`src/rtl/rom_pkg.sv`:
```
// Shared ROM geometry and the fetch-stage state encoding.
package rom_pkg;

    localparam int ADDR_W = 8;
    localparam int DATA_W = 8;

    typedef enum logic {
        S_IDLE,
        S_STREAM
    } state_e;

endpackage

```
`src/rtl/rom_reader.sv`:
```
// Fetch stage: walks the ROM address port for a burst and streams the
// returned bytes out on a valid/ready interface with a last marker.
module rom_reader
    import rom_pkg::*;
#(
    parameter int ADDR_W = rom_pkg::ADDR_W,
    parameter int DATA_W = rom_pkg::DATA_W
) (
    input  logic              clk,
    input  logic              rst_n,
    input  logic              start,
    input  logic [ADDR_W-1:0] start_addr,
    input  logic [ADDR_W:0]   length,
    output logic [ADDR_W-1:0] rom_addr,
    input  logic [DATA_W-1:0] rom_data,
    output logic [DATA_W-1:0] out_data,
    output logic              out_valid,
    input  logic              out_ready,
    output logic              out_last,
    output logic              busy,
    output logic              done
);

    state_e              state_q, state_d;
    logic [ADDR_W-1:0]   rom_addr_q, rom_addr_d;
    logic [ADDR_W:0]     remaining_q, remaining_d;
    logic [DATA_W-1:0]   out_data_q, out_data_d;
    logic                out_valid_q, out_valid_d;
    logic                out_last_q, out_last_d;
    logic                busy_q, busy_d;
    logic                done_q, done_d;
    logic                load;
    logic                fire;

    always_ff @(posedge clk or negedge rst_n) begin
        if (!rst_n) begin
            state_q     <= S_IDLE;
            rom_addr_q  <= '0;
            remaining_q <= '0;
            out_data_q  <= '0;
            out_valid_q <= 1'b0;
            out_last_q  <= 1'b0;
            busy_q      <= 1'b0;
            done_q      <= 1'b0;
        end else begin
            state_q     <= state_d;
            rom_addr_q  <= rom_addr_d;
            remaining_q <= remaining_d;
            out_data_q  <= out_data_d;
            out_valid_q <= out_valid_d;
            out_last_q  <= out_last_d;
            busy_q      <= busy_d;
            done_q      <= done_d;
        end
    end

    always_comb begin
        state_d     = state_q;
        rom_addr_d  = rom_addr_q;
        remaining_d = remaining_q;
        out_data_d  = out_data_q;
        out_valid_d = out_valid_q;
        out_last_d  = out_last_q;
        busy_d      = busy_q;
        done_d      = 1'b0;
        load        = 1'b0;
        fire        = out_valid_q & out_ready;

        unique case (state_q)
            S_IDLE: begin
                if (start) begin
                    if (length != '0) begin
                        rom_addr_d  = start_addr;
                        remaining_d = length;
                        busy_d      = 1'b1;
                        state_d     = S_STREAM;
                    end else begin
                        done_d = 1'b1;
                    end
                end
            end
            S_STREAM: begin
                // Refill the output register whenever it is empty or draining.
                load = (remaining_q != '0) && (!out_valid_q || out_ready);
                if (load) begin
                    out_data_d  = rom_data;
                    out_valid_d = 1'b1;
                    out_last_d  = (remaining_q == (ADDR_W+1)'(1));
                    rom_addr_d  = rom_addr_q + 1'b1;
                    remaining_d = remaining_q - 1'b1;
                end else if (fire) begin
                    out_valid_d = 1'b0;
                    out_last_d  = 1'b0;
                end
                if (fire && out_last_q) begin
                    state_d     = S_IDLE;
                    busy_d      = 1'b0;
                    done_d      = 1'b1;
                    out_valid_d = 1'b0;
                    out_last_d  = 1'b0;
                end
            end
            default: state_d = S_IDLE;
        endcase
    end

    assign rom_addr  = rom_addr_q;
    assign out_data  = out_data_q;
    assign out_valid = out_valid_q;
    assign out_last  = out_last_q;
    assign busy      = busy_q;
    assign done      = done_q;

endmodule
```
`config.mk`:
```
export PLATFORM = sky130hd
export DESIGN_NAME = rom_reader
export DESIGN_NICKNAME = d
export VERILOG_FILES = /design/src/rtl/rom_pkg.sv /design/src/rtl/rom_reader.sv
export SDC_FILE = /design/constraint.sdc
export NUM_CORES = 1
export LEC_CHECK = 0
export BUFFER_PORTS_ARGS = -buffer_cell sky130_fd_sc_hd__buf_2
export CORE_MARGIN = 3
export CORE_UTILIZATION = 50
export DETAILED_ROUTE_END_ITERATION = 7
export MAX_ROUTING_LAYER = met4
export PLACE_DENSITY_LB_ADDON = 0.05
export SLEW_MARGIN = 20
export SYNTH_ARGS = -nofsm -noshare
export SYNTH_HDL_FRONTEND = slang
export SYNTH_SLANG_ARGS = --single-unit
export TNS_END_PERCENT = 20
```
`constraint.sdc`:
```
create_clock -name clk -period 2.21 [get_ports clk]
set_input_delay 0.442 -clock clk [delete_from_list [all_inputs] [get_ports clk]]
set_output_delay 0.442 -clock clk [all_outputs]
set_load 0.005 [all_outputs]
```
# Word level (Yosys, flattened, before mapping)
# Cells that the tools add are included.
# Widths: inputs -> output; s select.
[word_totals]
input_bits = 29
out_inout_bits = 20
ff_bits = 30
[classes]
add_sub_neg = 2
mux = 25
n_bitwise = 2
n_eq_ne = 5
reduce_logical = 11
[ops]
columns = ["op", "n"]
rows = [
  ["$mux 9", 3],
  ["$mux 8", 3],
  ["$pmux 9 s2", 1],
  ["$reduce_bool 9->1", 2],
  ["$pmux 8 s2", 1],
  ["$mux 1", 14],
  ["$eq 9x1->1 const B", 1],
  ["$sub 9x1->9 const B", 1],
  ["$add 8x1->8 const B", 1],
  ["$pmux 1 s2", 3],
  ["$reduce_and 3->1", 2],
  ["$ne 2x1->1 const B", 2],
  ["$ne 2x2->1 const B", 2],
  ["$reduce_and 2->1", 2],
  ["$reduce_bool 3->1", 1],
  ["$logic_and 1x1->1", 2],
  ["$and 1x1->1", 1],
  ["$logic_not 1->1", 1],
  ["$logic_or 1x1->1", 1],
  ["$not 1->1", 1],
]

# Logic depth before layout (Yosys ltp)
# Gate-level depths: netlist of the first run.
[depth]
word_depth = 5
ltp_mapped = 6
depth_no_buf = 6

# Worst setup path after synthesis of the first run
# Ideal clock, no wire load.
[synth_timing]
kind = "register to register"
from = "register remaining_q[5]"
to = "register rom_addr_q[1], in the netlist rom_addr[1]"
arrival_time_ps = 1596
setup_ps = 125
period_less_slack_ps = 1721
path_stages_with_launch = 6
required_ps = 2085
n_path_buf = 1
slack_ps = 489
path_cell_list = "dfrtp_1 > nor4_4 > and4b_2 > buf_6 > o21ai_4 > mux2_4"
[synth_between]
elab_chain_cells = 4
[synth_rtl]
columns = ["element", "line", "text"]
rows = [
  ["start, declared", "rom_reader.sv:26", "logic [ADDR_W:0] remaining_q, remaining_d;"],
  ["start signal, assigned", "rom_reader.sv:48", "remaining_q <= remaining_d;"],
  ["$reduce_bool 9->1", "rom_reader.sv:84", "load = (remaining_q != '0) && (!out_valid_q || out_ready);"],
  ["$logic_and 1x1->1", "rom_reader.sv:84", ""],
  ["$ne 2x1->1 (no source line)", "n/a", ""],
  ["$reduce_and 3->1 (no source line)", "n/a", ""],
  ["end signal, assigned", "rom_reader.sv:47", "rom_addr_q <= rom_addr_d;"],
  ["end, declared", "rom_reader.sv:25", "logic [ADDR_W-1:0] rom_addr_q, rom_addr_d;"],
]
# No other way between the ends.
# A chain may end at the register's enable or synchronous reset.

# Worst setup path after layout of the first run
# Ends and elaborated chain as after synthesis.

==> impl_summary.log, run 1 <==
[metrics] result of the run: complete, no violations
[metrics] post-layout worst setup margin: 0.225 ns
[metrics] classification of the worst-slack hold path: input port to asynchronous set/reset pin
[metrics] worst supply voltage drop on vdd: 794 uV
[metrics] period utilization: 89.8%
[metrics] clock period minus worst slack: 1.99 ns
[metrics] Top-Level Pins: 49
[metrics] average wire length per cell after detail routing: 16.6 um
[metrics] endpoints failing hold: 0
[metrics] count of different cell masters after synthesis: 47
[metrics] total number of vias: 1592
[metrics] global router's overall resource usage: 23.4%
[metrics] FFs w/ async S/R, synth: 100%
[metrics] gpl congestion: 0.870
[metrics] P_leak: 1.00 nW
[metrics] share of the yosys chip area belonging to registers: 43.4%
[metrics] maxcap violations: 0
[metrics] total number of nets in the final design: 254
[metrics] area of the mapped netlist: 0.00173 mm^2
[metrics] global route hottest layer: met2
[metrics] sum of net half-perimeters after detailed placement: 3.26 mm
[metrics] post-CTS sizing: 0
[metrics] commonest non-fill, non-tap cell in the layout: sky130_fd_sc_hd__buf_2
[metrics] sum of routed wire length over all layers: 4.43 mm
[metrics] pwr/cell area: 1260 mW/mm^2
[metrics] Placed Area: 0.00201 mm^2
[metrics] number of warnings reported in the yosys synthesis log: 0
[metrics] number of vias per cell: 5.98
[metrics] required time at the worst-slack endpoint: 2.44 ns
[metrics] Post-CTS Repair Setup Buffers: 0
[metrics] fraction of final layout cells sized beyond drive strength 1: 36.5%
[metrics] Hold Slack: 0.126 ns
[metrics] number of antenna violations at the first check in global routing: 0
[metrics] Worst-Margin Slew: 0.774 ns
[metrics] CTS H-tree depth: 2
[metrics] Yosys top cell area share: 43.4%
[metrics] WP data arrival: 2.22 ns
[metrics] average instance area after synthesis: 10.2 um^2
[metrics] overall overflow remaining after global route: 0
[metrics] Post-Layout Inst Area: 0.00209 mm^2
[metrics] die height: 64.8 um
[metrics] largest area contributor in the synthesized netlist: sky130_fd_sc_hd__dfrtp_1
[metrics] met1 Usage GRT: 30.3%
[metrics] die area: 0.00420 mm^2
[metrics] Hold Buf Count CTS: 0
[metrics] IO Port Bufs: 48
[metrics] PnR Total Power: 2.64 mW
[metrics] Sink Count: 30
[metrics] GR Util met3: 6.59%
[metrics] accumulated negative setup slack: 0 ns
[metrics] main flop type after synthesis: sky130_fd_sc_hd__dfrtp_1
[metrics] area of the core: 0.00318 mm^2
[metrics] fmax: 504 MHz
[metrics] number of enable-type register cells in the synthesized netlist: 0
[metrics] number of endpoints failing setup at the final stage: 0
[metrics] met2 routing resource usage after global routing: 34.4%
[metrics] clock skew: 0.00614 ns
[metrics] starting density of the core: 54.4%
[metrics] Filler Cells Inserted: 279
[metrics] post-detailed-route count of antenna-violating nets: 0
[metrics] root buffer cell: sky130_fd_sc_hd__clkbuf_4
[metrics] worst max-slew margin expressed relative to the limit: 48.1%
[metrics] ranking of synthesized cells by area: sky130_fd_sc_hd__dfrtp_1 43%, sky130_fd_sc_hd__mux2_2 5.9%, sky130_fd_sc_hd__nand2_1 3.0%, sky130_fd_sc_hd__ha_1 2.9%, sky130_fd_sc_hd__mux2i_1 2.9%
[metrics] TritonCTS clock tree: built
[metrics] number of detailed-routing iterations run before antenna repair: 4
[metrics] RSZ-0062 raised after global routing: no
[metrics] CTS Buf Count: 5
[metrics] DRC: 0
[metrics] crit-path max FO: 10
[metrics] pin count of the biggest net entering global routing: 31
[metrics] Critical Setup Path Class: register to register
[metrics] global-route wire length before repair: 7.20 mm
[metrics] synthesized instance count: 169
[metrics] kind of launch point of the worst setup path: register
[metrics] Slew Limit Fails: 0
[metrics] number of DRC violations after detailed-routing iteration 0: 181
[metrics] CTS clock-pin slew for the worst setup and hold paths: 0.10 ns
[metrics] clock network latency to the later pin of the worst-skew pair: 0.34 ns
[metrics] area grow syn2layout: 21.0%
[metrics] vias in the first global route: 1522
[metrics] number of rows created at floorplan: 20
[metrics] Worst Setup Slack post-DPL: 0.246 ns
[metrics] maximum number of buffers from clock root to sink: 2
[metrics] leading cell types in the layout, fill and taps excluded: 48 x sky130_fd_sc_hd__buf_2, 30 x sky130_fd_sc_hd__dfrtp_1, 14 x sky130_fd_sc_hd__nand2_1
[metrics] number of diodes: 0
[metrics] net count after synthesis: 202
[metrics] kind of capture point of the worst setup path: register
[metrics] Synth Register Bits: 30
[metrics] die width: 64.8 um
==> critical path, stage by stage, from the launching register on <==
cell and delay (ns):
sky130_fd_sc_hd__dfrtp_1 0.46, sky130_fd_sc_hd__nor4_4 0.45, sky130_fd_sc_hd__and4b_2 0.48, sky130_fd_sc_hd__o21ai_4 0.17, sky130_fd_sc_hd__mux2_4 0.33
==> logic make-up after synthesis <==
group | Yosys count | share of synthesized area (%)
buf+inv | 15 | 4.27
compound gates | 37 | 17.0
fa+ha+maj | 4 | 2.89
simple gates | 67 | 21.9
mux | 16 | 10.5
flops | 30 | 43.4
==> routing by layer <==
layer | part of all wire [%] | vias up
met3 | 7.5 | 10
li1 | - | 751
met2 | 46 | 68
met5 | 0 | -
met4 | 1.7 | 0
met1 | 45 | 763
==> layout make-up <==
| class | count | area [um^2] | area share (%) |
|---|---|---|---|
| Clock buffer | 5 | 37.5 | 1.79 |
| Clock inverter | 3 | 40.0 | 1.91 |
| Inverter | 7 | 26.3 | 1.26 |
| Multi-Input combinational cell | 124 | 905 | 43.2 |
| Sequential cell | 30 | 751 | 35.9 |
| Tap cell | 44 | 55.1 | 2.63 |
| Timing Repair Buffer | 53 | 278 | 13.3 |
==> synthesized netlist by cell type (all sizes together) (2+ instances only) <==
cell and instances:
a221o 2, inv 7, o221a 2, nor3b 2, nand2 15, clkbuf 3
o211ai 2, ha 4, a41oi 2, mux2i 5, and3 4, nor3 9
nand4 3, mux2 11, o211a 2, nor4 6, o21ai 5, dfrtp 30
nand2b 2, nand3 10, buf 5, a211oi 5, and4b 2, a31oi 4
nor2 9, a21oi 3
==> power breakdown <==
group / switching (mW) / internal, mW / leakage, nW
sequential: 0.223 / 0.756 / 0.354
combinational: 0.618 / 0.609 / 0.605
clock: 0.200 / 0.234 / 0.0450
==> path summary, 6_finish.rpt <==
path | end | slack [ns] | cells past startpoint | from
min in group clk | out_data[6]$_DFFE_PN0P_ | 0.33 | 2 | rom_data[6]
worst max register to register | rom_addr[1]$_DFFE_PN0P_ | 0.22 | 4 | remaining_q[5]$_DFFE_PN0P_
max in group asynchronous | rom_addr[2]$_DFFE_PN0P_ | 1.65 | 1 | rst_n
worst min register to register | busy$_DFFE_PN0P_ | 0.49 | 2 | busy$_DFFE_PN0P_
worst max-delay path | rom_addr[1]$_DFFE_PN0P_ | 0.22 | 4 | remaining_q[5]$_DFFE_PN0P_
worst min-delay path | rom_addr[7]$_DFFE_PN0P_ | 0.13 | 1 | rst_n
==> stage by stage <==
step                      instances  utilization [%]
after floorplan                 169                -
after global placement          258             63.4
after detailed placement        258             63.4
after CTS                       266             65.8
after global routing            266             65.8
final                           266             65.8
==> state kept, by name, summed over array words and instances (netlist names) <==
name         flops
done             1
remaining_q      9
out_last         1
rom_addr         8
busy             1
state_q          1
out_data         8
out_valid        1
No activity file was read; power rests on OpenSTA's default activity.
==> run 2, diff against run 1 <==
--- a/config.mk
+++ b/config.mk
@@ -6,11 +6,12 @@
 export NUM_CORES = 1
 export LEC_CHECK = 0
 export BUFFER_PORTS_ARGS = -buffer_cell sky130_fd_sc_hd__buf_2
+export CORE_ASPECT_RATIO = 0.6
 export CORE_MARGIN = 3
 export CORE_UTILIZATION = 50
 export DETAILED_ROUTE_END_ITERATION = 7
 export MAX_ROUTING_LAYER = met4
-export PLACE_DENSITY_LB_ADDON = 0.05
+export PLACE_DENSITY_LB_ADDON = 0.08
 export SLEW_MARGIN = 20
 export SYNTH_ARGS = -nofsm -noshare
 export SYNTH_HDL_FRONTEND = slang
==> impl_summary.log, run 2 (synthesis gave the netlist of run 1 again) <==
[metrics] clock skew: 0.0105 ns (+0.00440 ns)
[metrics] clock network latency to the later pin of the worst-skew pair: 0.28 ns (-0.06 ns)
[metrics] Int Pwr: 1.68 mW (+5.4%)
[metrics] global router's overall resource usage: 24.8% (+1.4 points)
[metrics] Post-CTS Repair Setup Buffers: 0 (unchanged)
[metrics] Hold Buf Count CTS: 0 (unchanged)
[metrics] fmax: 489 MHz (-2.8%)
[metrics] top cell family by delay on the critical path: simple AND/OR/NAND/NOR gates
[metrics] starting density of the core: 56.2% (+1.8 points)
[metrics] maximum number of buffers from clock root to sink: 2 (unchanged)
[metrics] DRC: 0 (unchanged)
[metrics] average wire length per cell after detail routing: 17.8 um (+7.1%)
[metrics] Switching Power: 1.08 mW (+3.7%)
[metrics] classification of the worst-slack hold path: input port to asynchronous set/reset pin
[metrics] root buffer cell: sky130_fd_sc_hd__clkbuf_8
[metrics] commonest non-fill, non-tap cell in the layout: sky130_fd_sc_hd__buf_2
[metrics] number of rows created at floorplan: 15 (-25%)
[metrics] worst supply voltage drop on vdd: 732 uV (-7.8%)
[metrics] fraction of power spent switching nets: 39.1% (-0.38 points)
[metrics] number of vias per cell: 6.21 (+3.8%)
[metrics] worst max-slew margin expressed relative to the limit: 48.9% (+0.75 points)
[metrics] CTS H-tree depth: 2 (unchanged)
[metrics] number of placed instances, taps included: 256 (-0.78%)
[metrics] Slew Limit Fails: 0 (unchanged)
[metrics] vias in the first global route: 1597 (+4.9%)
[metrics] delay of the slowest cell on the worst path: 0.49 ns (about the same)
[metrics] post-route core utilization: 68.9% (+3.1 points)
[metrics] combinational power share: 45.6% (-0.9 points)
[metrics] IO Port Bufs: 48 (unchanged)
[metrics] gpl congestion: 0.928 (+6.6%)
[metrics] number of DRC violations after detailed-routing iteration 0: 138 (-24%)
[metrics] die height: 51.6 um (-20%)
[metrics] sum of routed wire length over all layers: 4.71 mm (+6.3%)
[metrics] overall overflow remaining after global route: 0 (unchanged)
[metrics] clock period minus worst slack: 2.04 ns (+0.0581 ns)
[metrics] pin count of the biggest net entering global routing: 31 (unchanged)
[metrics] leading cell types in the layout, fill and taps excluded: 48 x sky130_fd_sc_hd__buf_2, 30 x sky130_fd_sc_hd__dfrtp_1, 14 x sky130_fd_sc_hd__nand2_1
[metrics] period utilization: 92.4% (+2.6 points)
[metrics] Sink Count: 30 (unchanged)
[metrics] crit-path max FO: 10 (unchanged)
[metrics] Worst-Margin Slew: 0.763 ns (-0.0112 ns)
[metrics] logic depth of the worst path, buffers included: 4 (unchanged)
[metrics] die width: 81.9 um (+26%)
[metrics] number of buffers and inverters on the critical path: 0 (unchanged)
[metrics] area grow syn2layout: 22.7%
[metrics] area of the core: 0.00308 mm^2 (-3.1%)
[metrics] slowest stage cell, crit path: sky130_fd_sc_hd__nor4_4
[metrics] endpoints failing hold: 0 (unchanged)
[metrics] Hold Slack: 0.195 ns (+0.0696 ns)
[metrics] number of diodes: 0 (unchanged)
[metrics] reg-to-reg critical path startpoint: remaining_q[5]$_DFFE_PN0P_
[metrics] final non-filler cell total: 264 (-0.75%)
[metrics] sum of net half-perimeters after detailed placement: 3.50 mm (+7.1%)
[metrics] post-detailed-route count of antenna-violating nets: 0 (unchanged)
[metrics] Critical Setup Path Class: register to register
[metrics] total number of nets in the final design: 254 (unchanged)
[metrics] worst reg2reg path depth: 4 (unchanged)
[metrics] maxcap violations: 0 (unchanged)
[metrics] RSZ-0062 raised after global routing: no
[metrics] kind of capture point of the worst setup path: register
[metrics] die area: 0.00422 mm^2 (+0.55%)
[metrics] P_leak: 1.02 nW (+1.2%)
[metrics] kind of launch point of the worst setup path: register
[metrics] number of detailed-routing iterations run before antenna repair: 4 (unchanged)
[metrics] total number of vias: 1640 (+3.0%)
[metrics] accumulated negative setup slack: 0 ns (unchanged)
[metrics] clock network fraction of total power: 18.7% (+2.2 points)
[metrics] CTS clock-pin slew for the worst setup and hold paths: 0.07 ns (-0.03 ns)
[metrics] cell-by-cell trace of the critical path: nor4_4 -> and4b_2 -> o21ai_4 -> mux2_4
[metrics] result of the run: complete, no violations
[metrics] WP data arrival: 2.20 ns (-0.02 ns)
[metrics] max FFs per register: 9 (unchanged)
[metrics] Top-Level Pins: 49 (unchanged)
[metrics] fraction of final layout cells sized beyond drive strength 1: 36.5% (unchanged)
[metrics] number of antenna violations at the first check in global routing: 0 (unchanged)
[metrics] number of endpoints failing setup at the final stage: 0 (unchanged)
[metrics] TritonCTS clock tree: built
[metrics] post-CTS sizing: 0 (unchanged)
[metrics] pwr/cell area: 1300 mW/mm^2 (+3.2%)
[metrics] Most flops, register: remaining_q
[metrics] CTS Buf Count: 5 (unchanged)
[metrics] register share of total power: 35.6% (-1.5 points)
[metrics] Filler Cells Inserted: 267 (-4.3%)
[metrics] global-route wire length before repair: 7.58 mm (+5.3%)
[metrics] CP startpoint: remaining_q[5]$_DFFE_PN0P_
[metrics] required time at the worst-slack endpoint: 2.37 ns (-0.07 ns)
run 2: changes by cell type in the layout (fill, tap and decap cells not counted):
cell,change
sky130_fd_sc_hd__clkbuf_4,-5
sky130_fd_sc_hd__clkinv_2,-2
sky130_fd_sc_hd__clkbuf_8,+8
sky130_fd_sc_hd__bufinv_16,-1
run 2: layer usage:
metal	GRT usage [%]	wire, um	vias up
met2	37.4	2200	84
li1	-	-	753
met4	8.29	20	0
met5	-	0	-
met3	5.71	444	4
met1	33.3	2050	799
run 2: worst register-to-register path: cells and delay by family, from the launching register on:
kind	cells	cell delay [ns]
AND/OR/NAND/NOR	2	0.98
flip-flops	1	0.44
multiplexers	1	0.32
AO/OA/AOI/OAI	1	0.17
run 2: through the flow:
step / instance area, um^2 / total power [mW] / setup WS, ns
5_1_grt: 2120 / 2.97 / 0.0711
3_5_place_dp: 2010 / 2.23 / 0.0987
6_report: 2120 / 2.76 / 0.167
4_1_cts: 2120 / 2.75 / 0.212
2_1_floorplan: 1730 / 1.80 / 0.489
3_3_place_gp: 2010 / 2.16 / 0.276
run 2: power groups by stage:
stage	Combinational [mW]	Sequential [mW]	Clock, mW
after detailed placement	1.24	0.988	0
after global placement	1.19	0.975	0
after floorplan	0.848	0.954	0
after global routing	1.39	1.03	0.553
final	1.26	0.985	0.518
after CTS	1.25	0.978	0.520
run 2: path summary, 6_finish.rpt:
path,endpoint,slack [ns]
max,remaining_q[7]$_DFFE_PN0P_,0.17
min,rom_addr[6]$_DFFE_PN0P_,0.20
max reg2reg,remaining_q[7]$_DFFE_PN0P_,0.17
min reg2reg,busy$_DFFE_PN0P_,0.48
max in group asynchronous,remaining_q[6]$_DFFE_PN0P_,1.56
min in group clk,out_data[1]$_DFFE_PN0P_,0.40
run 2: area by class of cell:
cell class,count,area (um^2),area share (%)
well taps,42,52.6,2.48
clock buffers,8,110,5.19
flip-flops and latches,30,751,35.4
inverters,7,26.3,1.24
multi-input cells,124,905,42.6
repair buffers,53,278,13.1
==> run 3, diff against run 2 <==
--- a/config.mk
+++ b/config.mk
@@ -11,7 +11,7 @@
 export CORE_UTILIZATION = 50
 export DETAILED_ROUTE_END_ITERATION = 7
 export MAX_ROUTING_LAYER = met4
-export PLACE_DENSITY_LB_ADDON = 0.08
+export PLACE_DENSITY = 0.77
 export SLEW_MARGIN = 20
 export SYNTH_ARGS = -nofsm -noshare
 export SYNTH_HDL_FRONTEND = slang
==> impl_summary.log, run 3 (synthesis gave the netlist of run 1 again) <==
[metrics] max FFs per register: 9 (unchanged)
[metrics] post-route core utilization: 68.3% (-0.65 points)
[metrics] number of detailed-routing iterations run before antenna repair: 4 (unchanged)
[metrics] Slew Limit Fails: 0 (unchanged)
[metrics] combinational power share: 47.9% (+2.3 points)
[metrics] delay of the slowest cell on the worst path: 0.44 ns (-0.05 ns)
[metrics] PnR Total Power: 2.72 mW (-1.6%)
[metrics] Int Pwr: 1.63 mW (-3.5%)
[metrics] reg-to-reg critical path startpoint: remaining_q[5]$_DFFE_PN0P_
[metrics] endpoints failing hold: 0 (unchanged)
[metrics] CTS H-tree depth: 2 (unchanged)
[metrics] number of endpoints failing setup at the final stage: 0 (unchanged)
[metrics] clock period minus worst slack: 2.03 ns (-0.0163 ns)
[metrics] area of the core: 0.00308 mm^2 (unchanged)
[metrics] P_leak: 1.01 nW (-0.85%)
[metrics] overall overflow remaining after global route: 0 (unchanged)
[metrics] total number of vias: 1637 (-0.18%)
[metrics] number of antenna violations at the first check in global routing: 0 (unchanged)
[metrics] number of vias per cell: 6.22 (+0.20%)
[metrics] Worst Setup Slack post-DPL: 0.0647 ns (-0.0340 ns)
[metrics] cell-by-cell trace of the critical path: nor4_4 -> nand4b_2 -> buf_4 -> a21oi_1 -> o221ai_1
[metrics] fmax: 493 MHz (+0.81%)
[metrics] kind of capture point of the worst setup path: register
[metrics] clock skew: 0.00269 ns (-0.00786 ns)
[metrics] period utilization: 91.7% (-0.74 points)
[metrics] post-detailed-route count of antenna-violating nets: 0 (unchanged)
[metrics] worst supply voltage drop on vdd: 752 uV (+2.8%)
[metrics] crit-path max FO: 7 (-3)
[metrics] number of DRC violations after detailed-routing iteration 0: 167 (+21%)
[metrics] Critical Setup Path Class: register to register
[metrics] starting density of the core: 56.2% (unchanged)
[metrics] Placed Area: 0.00202 mm^2 (+0.37%)
[metrics] leading cell types in the layout, fill and taps excluded: 48 x sky130_fd_sc_hd__buf_2, 30 x sky130_fd_sc_hd__dfrtp_1, 14 x sky130_fd_sc_hd__nand2_1
[metrics] number of buffers and inverters on the critical path: 1 (+1)
[metrics] accumulated negative setup slack: 0 ns (unchanged)
[metrics] register share of total power: 36.1% (+0.5 points)
[metrics] CTS clock-pin slew for the worst setup and hold paths: 0.06 ns (about the same)
[metrics] global router's overall resource usage: 26.6% (+1.8 points)
[metrics] clock network latency to the later pin of the worst-skew pair: 0.28 ns (about the same)
[metrics] required time at the worst-slack endpoint: 2.33 ns (-0.04 ns)
[metrics] number of diodes: 0 (unchanged)
[metrics] Sink Count: 30 (unchanged)
[metrics] clock network fraction of total power: 16.0% (-2.7 points)
[metrics] fraction of power spent switching nets: 40.2% (+1.2 points)
[metrics] post-CTS sizing: 0 (unchanged)
[metrics] Top-Level Pins: 49 (unchanged)
[metrics] total number of nets in the final design: 255 (+0.39%)
[metrics] RSZ-0062 raised after global routing: no
[metrics] maxcap violations: 0 (unchanged)
[metrics] IO Port Bufs: 48 (unchanged)
[metrics] CP startpoint: remaining_q[5]$_DFFE_PN0P_
[metrics] Worst-Margin Slew: 0.863 ns (+0.0997 ns)
[metrics] kind of launch point of the worst setup path: register
[metrics] Post-Layout Inst Area: 0.00210 mm^2 (-0.94%)
[metrics] global-route wire length before repair: 8.02 mm (+5.8%)
[metrics] Post-CTS Repair Setup Buffers: 0 (unchanged)
[metrics] fraction of final layout cells sized beyond drive strength 1: 36.2% (-0.29 points)
[metrics] slowest stage cell, crit path: sky130_fd_sc_hd__dfrtp_1
[metrics] CTS Buf Count: 5 (unchanged)
[metrics] pwr/cell area: 1290 mW/mm^2 (-0.67%)
[metrics] classification of the worst-slack hold path: input port to asynchronous set/reset pin
[metrics] Most flops, register: remaining_q
[metrics] die height: 51.6 um (unchanged)
[metrics] number of rows created at floorplan: 15 (unchanged)
[metrics] die area: 0.00422 mm^2 (unchanged)
[metrics] Hold Buf Count CTS: 0 (unchanged)
[metrics] vias in the first global route: 1573 (-1.5%)
[metrics] DRC: 0 (unchanged)
[metrics] gpl congestion: 0.851 (-8.3%)
[metrics] sum of net half-perimeters after detailed placement: 3.74 mm (+6.9%)
[metrics] maximum number of buffers from clock root to sink: 2 (unchanged)
[metrics] commonest non-fill, non-tap cell in the layout: sky130_fd_sc_hd__buf_2
[metrics] post-layout worst setup margin: 0.183 ns (+0.0163 ns)
[metrics] pin count of the biggest net entering global routing: 31 (unchanged)
[metrics] worst max-slew margin expressed relative to the limit: 42.2% (-6.7 points)
[metrics] TritonCTS clock tree: built
[metrics] root buffer cell: sky130_fd_sc_hd__clkbuf_8
[metrics] area grow syn2layout: 21.6%
[metrics] die width: 81.9 um (unchanged)
[metrics] Switching Power: 1.09 mW (+1.3%)
[metrics] top cell family by delay on the critical path: simple AND/OR/NAND/NOR gates
[metrics] result of the run: complete, no violations
[metrics] average wire length per cell after detail routing: 19.3 um (+8.3%)
[metrics] WP data arrival: 2.14 ns (-0.06 ns)
[metrics] sum of routed wire length over all layers: 5.08 mm (+7.9%)
-- run 3: worst reg2reg max path: stages (launching register included) --
cell and delay (ns):
sky130_fd_sc_hd__dfrtp_1 0.44, sky130_fd_sc_hd__nor4_4 0.44, sky130_fd_sc_hd__nand4b_2 0.26, sky130_fd_sc_hd__buf_4 0.24
sky130_fd_sc_hd__a21oi_1 0.31, sky130_fd_sc_hd__o221ai_1 0.17
-- run 3: area by class of cell --
| class | instances | area [um^2] |
|---|---|---|
| Clock buffer | 6 | 82.6 |
| Multi-Input combinational cell | 124 | 905 |
| Tap cell | 42 | 52.6 |
| Inverter | 7 | 26.3 |
| Timing Repair Buffer | 54 | 285 |
| Sequential cell | 30 | 751 |
| Fill cell | 243 | 976 |
-- run 3: path summary, 6_finish.rpt --
kind / slack [ns] / endpoint / cells past startpoint
min in group clk: 0.39 / out_data[7]$_DFFE_PN0P_ / 2
max: 0.18 / rom_addr[6]$_DFFE_PN0P_ / 5
max reg2reg: 0.18 / rom_addr[6]$_DFFE_PN0P_ / 5
min reg2reg: 0.49 / busy$_DFFE_PN0P_ / 2
max in group asynchronous: 1.56 / rom_addr[1]$_DFFE_PN0P_ / 1
min: 0.21 / rom_addr[7]$_DFFE_PN0P_ / 1
-- run 3: layer usage --
layer	GRT usage, %	vias to the layer above	wire [um]
met2	37.4	95	2230
li1	-	755	-
met5	-	-	0
met3	8.82	9	597
met4	5.52	0	62
met1	37.4	778	2180
-- run 3: through the flow --
stage                     cells  hold WS (ns)
after floorplan             169         0.146
after detailed placement    257         0.482
final                       263         0.206
after CTS                   263         0.218
after global routing        263         0.236
after global placement      257         0.457
-- run 3: power groups by stage --
| stage | sequential, mW | clock, mW | combinational, mW |
|---|---|---|---|
| floorplan | 0.954 | 0 | 0.848 |
| global placement | 0.960 | 0 | 1.22 |
| detailed placement | 0.980 | 0 | 1.28 |
| CTS | 0.975 | 0.437 | 1.29 |
| global route | 1.01 | 0.463 | 1.43 |
| finish | 0.982 | 0.434 | 1.30 |
